==> src/rtl/trivia_sc_sequencer.sv <==
// Sequencing controller for the TriviA 384-bit stream-cipher state block.
// Walks one session per reset: IDLE -> INIT -> STREAM <-> INSERT -> FINAL -> DONE,
// driving the 64-round update strobe (load_SC64) and tag-insert strobe (insertSC)
// and presenting a valid/ready keystream handshake to the datapath.
// Optional feature: define TRIVIA_SC_UPD_CNT_EN to build the 32-bit update counter
// on upd_cnt; otherwise upd_cnt is tied to zero.
module trivia_sc_sequencer #(
    parameter int unsigned INIT_BLOCKS  = 18,
    parameter int unsigned FINAL_BLOCKS = 8,
    parameter int unsigned CNT_W        = 6
) (
    input  logic        clk,
    input  logic        rst,
    input  logic        start,
    input  logic        ks_ready,
    input  logic        blk_last,
    input  logic        ins_req,
    output logic        load_SC64,
    output logic        insertSC,
    output logic        ks_valid,
    output logic        busy,
    output logic        done,
    output logic        err,
    output logic [31:0] upd_cnt
);

    localparam logic [2:0] StIdle   = 3'd0;
    localparam logic [2:0] StInit   = 3'd1;
    localparam logic [2:0] StStream = 3'd2;
    localparam logic [2:0] StInsert = 3'd3;
    localparam logic [2:0] StFinal  = 3'd4;
    localparam logic [2:0] StDone   = 3'd5;

    localparam bit HasFinal = (FINAL_BLOCKS != 0);
    localparam logic [CNT_W-1:0] InitLast  = CNT_W'(INIT_BLOCKS - 1);
    // Guarded so a zero-length finalization does not wrap the constant.
    localparam logic [CNT_W-1:0] FinalLast = HasFinal ? CNT_W'(FINAL_BLOCKS - 1) : '0;

    logic [2:0]       state_q, state_d;
    logic [CNT_W-1:0] cnt_q, cnt_d;
    logic             err_q, err_d;

    // Next-state and block-counter logic.
    always_comb begin
        state_d = state_q;
        cnt_d   = cnt_q;
        unique case (state_q)
            StIdle: begin
                if (start) begin
                    state_d = StInit;
                    cnt_d   = '0;
                end
            end
            StInit: begin
                if (cnt_q == InitLast) begin
                    state_d = StStream;
                    cnt_d   = '0;
                end else begin
                    cnt_d = cnt_q + CNT_W'(1);
                end
            end
            StStream: begin
                // Insert request wins over an accept; the current word stays put.
                if (ins_req) begin
                    state_d = StInsert;
                end else if (ks_ready && blk_last) begin
                    state_d = HasFinal ? StFinal : StDone;
                    cnt_d   = '0;
                end
            end
            StInsert: state_d = StStream;
            StFinal: begin
                if (cnt_q == FinalLast) begin
                    state_d = StDone;
                    cnt_d   = '0;
                end else begin
                    cnt_d = cnt_q + CNT_W'(1);
                end
            end
            StDone:  state_d = StDone;
            default: state_d = StIdle;
        endcase
    end

    // A start seen anywhere but IDLE is flagged one cycle later.
    always_comb begin
        err_d = start && (state_q != StIdle);
    end

    // State, counter and error registers with asynchronous reset.
    always_ff @(posedge clk or posedge rst) begin
        if (rst) begin
            state_q <= StIdle;
            cnt_q   <= '0;
            err_q   <= 1'b0;
        end else begin
            state_q <= state_d;
            cnt_q   <= cnt_d;
            err_q   <= err_d;
        end
    end

    // Outputs decoded from state so they drop the moment rst asserts.
    always_comb begin
        load_SC64 = (state_q == StInit) || (state_q == StFinal) ||
                    ((state_q == StStream) && ks_ready && !ins_req);
        insertSC  = (state_q == StInsert);
        ks_valid  = (state_q == StStream);
        busy      = (state_q == StInit) || (state_q == StStream) ||
                    (state_q == StInsert) || (state_q == StFinal);
        done      = (state_q == StDone);
        err       = err_q;
    end

`ifdef TRIVIA_SC_UPD_CNT_EN
    logic [31:0] upd_q;

    // Free-running count of update strobes; survives start, wraps naturally.
    always_ff @(posedge clk or posedge rst) begin
        if (rst) begin
            upd_q <= '0;
        end else if (load_SC64) begin
            upd_q <= upd_q + 32'd1;
        end
    end

    assign upd_cnt = upd_q;
`else
    assign upd_cnt = 32'h0;
`endif

endmodule

==> config.mk <==
export PLATFORM = sky130hd
export DESIGN_NAME = trivia_sc_sequencer
export DESIGN_NICKNAME = d
export VERILOG_FILES = /design/src/rtl/trivia_sc_sequencer.sv
export SDC_FILE = /design/constraint.sdc
export NUM_CORES = 1
export LEC_CHECK = 0
export ABC_AREA = 1
export CORE_UTILIZATION = 44
export CTS_BUF_LIST = sky130_fd_sc_hd__clkbuf_16
export DETAILED_ROUTE_END_ITERATION = 10
export PLACE_DENSITY_LB_ADDON = 0.12
export SLEW_MARGIN = 0
export SYNTH_ARGS = -nofsm -noshare
export SYNTH_HDL_FRONTEND = slang
export SYNTH_SLANG_ARGS = --single-unit
==> constraint.sdc <==
create_clock -name clk -period 2.2 [get_ports clk]
set_input_delay 0.22 -clock clk [delete_from_list [all_inputs] [get_ports clk]]
set_output_delay 0.22 -clock clk [all_outputs]
set_load 0.005 [all_outputs]
# [Yosys cells after proc, flatten, opt, wreduce, memory -nomap -nowiden]
# Cells that the tools add are included.
[totals] regBits=10 word_cells=44
[classes] add_sub_neg=1 n_eq_ne=13 n_mux=12 n_reduce_logical=15
[op_table] op="$mux 6" n=5
[op_table] op="$pmux 6 s4" n=1
[op_table] op="$pmux 3 s6" n=1
[op_table] op="$mux 3" n=5
[op_table] op="$ne 2x2->1 const B" n=4
[op_table] op="$reduce_and 4->1" n=2
[op_table] op="$add 6x1->6 const B" n=1
[op_table] op="$eq 3x2->1 const B" n=2
[op_table] op="$eq 3x3->1 const B" n=2
[op_table] op="$eq 6x3->1 const B" n=1
[op_table] op="$eq 6x5->1 const B" n=1
[op_table] op="$logic_or 1x1->1" n=5
[op_table] op="$logic_and 1x1->1" n=4
[op_table] op="$reduce_bool 4->1" n=1
[op_table] op="$eq 3x1->1 const B" n=1
[op_table] op="$logic_not 3->1" n=1
[op_table] op="$ne 3x2->1 const B" n=1
[op_table] op="$reduce_bool 3->1" n=1
[op_table] op="$ne 2x1->1 const B" n=1
[op_table] op="$logic_not 1->1" n=1

# [Longest topological paths before layout]
# Gate-level depths: netlist (run 1).
[logic_depth] word_depth=4 mapped_depth=10

# [Worst setup path before layout (run 1)]
# OpenSTA, ideal clock, no wires.
[synth_timing] path_type="register to register" startpoint="reg cnt_q[0]" endpoint="reg state_q[2]" arrival_time_ns=1.094 required_time_ns=2.082 path_slack_ns=0.988 stages_incl_launch_ff=10 path_buffers=0 synth_period_minus_slack_ns=1.212 cell_sequence="dfrtp_1 -> ha_1 -> nand2_1 -> inv_1 -> nand3_1 -> nand2_2 -> nand2_2 -> nor2_2 -> nand2_1 -> nand2_1"
[synth_via] elab_chain_cells=3 elab_cells_between_ends=5 cone_classes="eq/ne (4); reduce/logical (1)"
[synth_rtl] item="start: declaration" line_no="40" rtl="logic [CNT_W-1:0] cnt_q, cnt_d;"
[synth_rtl] item="start signal: assignment" line_no="98" rtl="cnt_q <= cnt_d;"
[synth_rtl] item="$eq 6x3->1 or $eq 6x5->1 (tied branches)" line_no="73, 55"
[synth_rtl] item="$ne 2x2->1 (no line)"
[synth_rtl] item="$reduce_and 4->1 (no line) *"
[synth_rtl] item="end signal: assignment" line_no="93" rtl="state_q <= StIdle;"
[synth_rtl] item="end signal: assignment" line_no="97" rtl="state_q <= state_d;"
[synth_rtl] item="end: declaration" line_no="39" rtl="logic [2:0] state_q, state_d;"
# Every way passes the cells marked *; elsewhere a longest branch is shown, timed or not.
# A chain may end at the register's enable or synchronous reset.

# [Worst setup path in the final report (run 1)]
[layout_timing] startpoint="reg state_q[2]" endpoint="out load_SC64"
[layout_via] elab_chain_cells=4 elab_cells_between_ends=7 cone_classes="eq/ne (3); reduce/logical (4)"
[layout_rtl] item="$eq 3x2->1" line_no="106" rtl="((state_q == StStream) && ks_ready && !ins_req);"
[layout_rtl] item="$logic_and 1x1->1 (2 in series)" line_no="106"
[layout_rtl] item="$logic_or 1x1->1 *" line_no="105" rtl="load_SC64 = (state_q == StInit) || (state_q == StFinal) ||"
[layout_rtl] item="end: declaration" line_no="18" rtl="output logic load_SC64,"
# Marked as above.

==> results of run 1 <==
[final timing paths]
check | startpoint | endpoint | slack (ns) | depth (start not counted)
hold reg to reg | cnt_q[5] | cnt_q[5] | 0.56 | 2
hold / removal | rst | cnt_q[0] | 0.28 | 2
setup / recovery | state_q[2] | load_SC64 | 0.23 | 6
setup reg to reg | cnt_q[0] | state_q[2] | 0.81 | 9
min in group clk | start | err | 0.52 | 3
max in group asynchronous | rst | state_q[0] | 1.62 | 2
[logic make-up after synthesis]
kind of cell	Yosys count
adder cells (fa/ha/maj)	2
XOR/XNOR	1
AO/OA/AOI/OAI	10
AND/OR/NAND/NOR	65
other	1
buffers and inverters	49
flip-flops	10
[flip-flops by register name (all words and copies together) (netlist names)]
register,count
err,1
cnt_q,6
state_q,3
[Yosys cell counts]
master    count
o21bai_1      1
nand4_1       4
inv_2         4
o21ai_0       2
xor2_1        1
o21ai_2       2
nand2_2       4
conb_1        1
nand2_1      30
nor3_1        2
o211ai_1      1
nor2_1        7
ha_1          2
dfrtp_1      10
buf_4        32
nand3_1      13
o22ai_1       1
a21oi_1       3
inv_1        11
clkinv_1      1
nor2_2        3
nand3_2       1
buf_2         1
nor3_2        1
[metal layers]
metal / part of all wire, % / GRT usage [%] / vias to the layer above
met1: 45 / 17.7 / 361
met3: 6.1 / 5.97 / 7
met4: 1.6 / 5.88 / 0
met2: 48 / 26.4 / 31
li1: - / - / 399
met5: 0 / 0 / -
[power by group through the flow]
stage	clock (mW)	combinational, mW	sequential (mW)
after global placement	0	0.0302	0.188
after floorplan	0	0.0583	0.189
after detailed placement	0	0.0305	0.188
final	0.331	0.0313	0.186
after CTS	0.335	0.0307	0.186
after global routing	0.348	0.0364	0.186
[worst register-to-register path, delay by kind of cell, from the launching register on]
| kind | cells | cell delay (ns) |
|---|---|---|
| simple gates | 7 | 0.61 |
| flops | 1 | 0.47 |
| buf+inv | 1 | 0.06 |
| fa+ha+maj | 1 | 0.19 |
[layout make-up]
class,count,area [um2]
clock buffer,3,75.1
fill,209,952
inverter,16,60.1
multi-input combinational,110,520
sequential,10,250
tap,27,33.8
timing repair buffer,11,110
[stage by stage]
stage / worst slack, ns / total power, mW / area, um2 / instances / util (%)
final: 0.226 / 0.548 / 1050 / 177 / 52.4
after detailed placement: 0.499 / 0.219 / 975 / 174 / 48.7
after floorplan: 0.988 / 0.247 / 1080 / 169 / -
after CTS: 0.224 / 0.551 / 1050 / 177 / 52.4
after global placement: 0.525 / 0.219 / 975 / 174 / 48.7
after global routing: 0.102 / 0.570 / 1050 / 177 / 52.4
==> flow_summary.json, run 1 <==
{
  "antennaDiodeCount": 0,
  "hold_slack_ns": 0.281,
  "clk_pin_slew_ns": 0.04,
  "layout_commonest_cell": "conb_1",
  "route.detailed.drc": 0,
  "synth_adder_area_share_pct": 2.61,
  "status": "finished clean",
  "powerDensity_nw_per_um2": 522,
  "path_cells": "nor3_2 -> nand2_1 -> clkinv_1 -> nand2_1 -> nand2_1 -> clkdlybuf4s50_1",
  "synthesis.area_um2": 960,
  "grt_max_degree": 11,
  "drtAntennaViolNets": 0,
  "min_path_type": "primary input to asynchronous set/reset pin",
  "crit_buf_inv": 2,
  "synth_area_leaders": "dfrtp_1, buf_4, nand2_1",
  "cts_resized": 0,
  "p_int_uw": 433,
  "yosys.area_share.simple_pct": 31.6,
  "rows": 16,
  "clkLatencyLatePin_ns": 0.24,
  "routabilityCongestion": 0.797,
  "ys_ff_latch": 10,
  "setup_violations": 0,
  "layout_common_cells": "conb_1, nand2_1, nand3_1, inv_1, clkdlybuf4s50_1",
  "numClockSinks": 10,
  "cts_tree": "done",
  "port_buffers": 11,
  "grt_pass1_wl_um": 2820,
  "hold_violations": 0,
  "drive_gt1_share_pct": 12.0,
  "yosys.area.top_type": "dfrtp_1",
  "p_comb_share_pct": 5.7,
  "criticalPathCategory": "register to output port",
  "vias_per_cell": 4.51,
  "synth_top_area_share_pct": 26.1,
  "p_leak_nw": 0.600,
  "finalCritPeriodShare_pct": 89.7,
  "antenna_found_initial": 0,
  "die_w_um": 48.7,
  "drt-total-wl_um": 1750,
  "end_kind": "output port",
  "first_iter_violations": 26,
  "critPathMaxStageDelay_ns": 0.49,
  "critPathLaunchType": "register",
  "drv_cap": 0,
  "final_net_count": 160,
  "setup_tns_ns": 0,
  "synth_top_family_by_area": "buffers and inverters",
  "period_needed_ns": 1.97,
  "swShare_pct": 21.0,
  "grt_pass1_vias": 659,
  "ys_types": 24,
  "peakVddDrop_uv": 347,
  "path_common_cell": "nand2_1",
  "clockBufferDepth": 2,
  "slew_viol_final": 0,
  "cts_setup_buffers": 0,
  "synth_xor_area_share_pct": 0.913,
  "start_util_pct": 47.9,
  "synth_area_per_cell_um2": 6.95,
  "critPathRequiredTime_ns": 1.98,
  "cp_max_fo": 7,
  "htreeDepth": 1,
  "max_freq_mhz": 507,
  "seqPwrFrac_pct": 33.9,
  "hpwlAfterDp_um": 1320,
  "die_h_um": 48.7,
  "cp_slowest_cell": "clkdlybuf4s50_1",
  "clock_power_share_pct": 60.4,
  "first_pass_iters": 4,
  "rsz0062_at_grt": "false",
  "synthMuxAreaShare_pct": 0,
  "areaGrowthSynthToFinish_pct": 9.39,
  "clk_root_buffer_cell": "clkbuf_16",
  "io_pins": 44,
  "track_usage_pct": 15.6,
  "cts-buffers-inserted": 3,
  "cts_hold_buf": 0,
  "skew_ns": 0.000955,
  "vias": 798,
  "synth-compound-area-share_pct": 6.65,
  "wire_per_inst_um": 9.86,
  "p_switching_uw": 115,
  "netlist_instances": 138,
  "synth_seq_area_share_pct": 26.1,
  "dieArea_um2": 2370,
  "crit_arrival_ns": 1.75,
  "gr-total-overflow": 0,
  "coreArea_um2": 2000,
  "yosys_warnings": 0,
  "critPathTopFamily": "buffers and inverters"
}
Power figures use the tool's default switching activity.
==> run 2, diff against run 1 <==
--- a/config.mk
+++ b/config.mk
@@ -6,9 +6,13 @@
 export NUM_CORES = 1
 export LEC_CHECK = 0
 export ABC_AREA = 1
-export CORE_UTILIZATION = 44
+export CELL_PAD_IN_SITES_DETAIL_PLACEMENT = 1
+export CELL_PAD_IN_SITES_GLOBAL_PLACEMENT = 2
+export CORE_UTILIZATION = 22
 export CTS_BUF_LIST = sky130_fd_sc_hd__clkbuf_16
+export CTS_CLUSTER_SIZE = 25
 export DETAILED_ROUTE_END_ITERATION = 10
+export HOLD_SLACK_MARGIN = 0.1
 export PLACE_DENSITY_LB_ADDON = 0.12
 export SLEW_MARGIN = 0
 export SYNTH_ARGS = -nofsm -noshare
==> run 2 against run 1 <==
  * Clock power decreased by 4%
  * Cell count increased by 13%
  * Register-to-register slack got worse by 0.05 ns
  * Setup slack got worse by 0.035 ns
  * Sequential cell count unchanged
  * Non-clock buffer count unchanged
  * Worst hold slack got worse by 0.0035 ns
  * Global-route usage decreased by 5.0 points
  * Final area increased by 2.7%
==> flow_summary.json, run 2 (synthesis results as in run 1) <==
{
  "status": "finished clean",
  "cts-buffers-inserted": 3,
  "clk_root_buffer_cell": "clkbuf_16",
  "min_path_type": "primary input to asynchronous set/reset pin",
  "setup_violations": 0,
  "drtAntennaViolNets": 0,
  "placedCellCount": 197,
  "antenna_found_initial": 0,
  "cts_hold_buf": 0,
  "start_util_pct": 23.5,
  "powerDensity_nw_per_um2": 497,
  "p_switching_uw": 104,
  "slew_viol_final": 0,
  "clk_pin_slew_ns": 0.04,
  "grt_pass1_wl_um": 3560,
  "routabilityCongestion": 0.777,
  "cts_setup_buffers": 0,
  "drt-total-wl_um": 2180,
  "seqCellArea_um2": 250,
  "numClockSinks": 10,
  "swShare_pct": 19.5,
  "largest_reg_flops": 6,
  "cts_tree": "done",
  "antennaDiodeCount": 0,
  "track_usage_pct": 10.6,
  "areaGrowthSynthToFinish_pct": 12.4,
  "peakVddDrop_uv": 166,
  "largest-register": "cnt_q",
  "period_needed_ns": 2.01,
  "max_freq_mhz": 498,
  "cts_resized": 0,
  "path_common_cell": "nand2_1",
  "htreeDepth": 1,
  "coreArea_um2": 4090,
  "multiInputGateArea_um2": 520,
  "port_buffers": 11,
  "first_pass_iters": 4,
  "n_fill_cell": 531,
  "vias": 781,
  "finalCritPeriodShare_pct": 91.3,
  "clkLatencyLatePin_ns": 0.24,
  "criticalPathCategory": "register to output port",
  "die_w_um": 68.0,
  "crit_arrival_ns": 1.79,
  "final_net_count": 160,
  "dieArea_um2": 4630,
  "vias_per_cell": 3.91,
  "end_kind": "output port",
  "first_iter_violations": 18,
  "p_int_uw": 432,
  "hpwlAfterDp_um": 1790,
  "stdcell_area_um2": 1080,
  "stdcell_count": 200,
  "critPathLaunchType": "register",
  "path_cells": "nor3_2 -> nand2_1 -> clkinv_1 -> nand2_1 -> nand2_1 -> clkdlybuf4s50_1",
  "p_comb_share_pct": 5.9,
  "post-route-util_pct": 26.4,
  "seqPwrFrac_pct": 34.7,
  "p_leak_nw": 0.600,
  "layout_setup_ws_ns": 0.191,
  "post-place-ws_ns": 0.434,
  "wire_per_inst_um": 10.9,
  "critPathMaxStageDelay_ns": 0.49,
  "cp_slowest_cell": "clkdlybuf4s50_1",
  "place_area_um2": 1000,
  "die_h_um": 68.0,
  "layout_common_cells": "conb_1, nand2_1, nand3_1, inv_1, clkdlybuf4s50_1",
  "clockBufferDepth": 2,
  "io_pins": 44,
  "gr-total-overflow": 0,
  "route.detailed.drc": 0,
  "rows": 23,
  "rsz0062_at_grt": "false",
  "drive_gt1_share_pct": 12.0,
  "setup_tns_ns": 0,
  "clock_power_share_pct": 59.4,
  "cp_max_fo": 7,
  "layout_commonest_cell": "conb_1",
  "drv_cap": 0,
  "skew_ns": 0.00302,
  "grt_max_degree": 11,
  "hold_violations": 0,
  "critPathRequiredTime_ns": 1.98,
  "grt_pass1_vias": 782
}
==> run 2: cell counts in the layout (fill, tap and decap cells not counted) <==
No cell type changed its count.
==> run 2: worst paths after layout <==
check                      startpoint         end  slack (ns)  cells after the start
setup / recovery           state_q[2]   load_SC64        0.19                      6
hold / removal                    rst    cnt_q[0]        0.28                      2
setup reg to reg             cnt_q[0]  state_q[2]        0.76                      9
hold reg to reg              cnt_q[5]    cnt_q[5]        0.58                      2
max in group asynchronous         rst    cnt_q[4]        1.63                      2
min in group clk                start         err        0.53                      3
==> run 2: area by class of cell <==
cell class	count	share of cell area, %
clock buffer	3	6.96
inverter	16	5.57
multi-input combinational	110	48.3
sequential	10	23.2
tap	50	5.80
timing repair buffer	11	10.2
==> run 2: power by group through the flow <==
stage / Combinational, mW / Clock (mW) / Sequential, mW
after floorplan: 0.0583 / 0 / 0.189
after global placement: 0.0311 / 0 / 0.188
after detailed placement: 0.0312 / 0 / 0.188
after CTS: 0.0312 / 0.325 / 0.186
after global routing: 0.0380 / 0.334 / 0.186
final: 0.0319 / 0.318 / 0.186
==> run 2: critical path, delay by kind of cell (launching register included) <==
kind	cells	cell delay, ns
and+or+nand+nor	4	0.53
buffers and inverters	2	0.56
DFF	1	0.47
==> run 2: stage by stage <==
stage,total power [mW],hold WS [ns]
2_1_floorplan,0.247,0.0602
3_3_place_gp,0.219,0.547
3_5_place_dp,0.220,0.550
4_1_cts,0.542,0.300
5_1_grt,0.558,0.323
6_report,0.536,0.277
==> run 2: per-layer routing <==
| layer | vias to the layer above | track usage, % | wire (um) |
|---|---|---|---|
| li1 | 402 | - | - |
| met3 | 3 | 1.83 | 53 |
| met4 | 0 | 7.03 | 28 |
| met2 | 15 | 17.9 | 1140 |
| met1 | 361 | 12.2 | 966 |
| met5 | - | 0 | 0 |
==> run 3, diff against run 2 <==
--- a/config.mk
+++ b/config.mk
@@ -12,6 +12,7 @@
 export CTS_BUF_LIST = sky130_fd_sc_hd__clkbuf_16
 export CTS_CLUSTER_SIZE = 25
 export DETAILED_ROUTE_END_ITERATION = 10
+export GPL_ROUTABILITY_DRIVEN = 0
 export HOLD_SLACK_MARGIN = 0.1
 export PLACE_DENSITY_LB_ADDON = 0.12
 export SLEW_MARGIN = 0
==> results of run 3 <==
Final layout, timing and power as in run 2 (identical DEF).
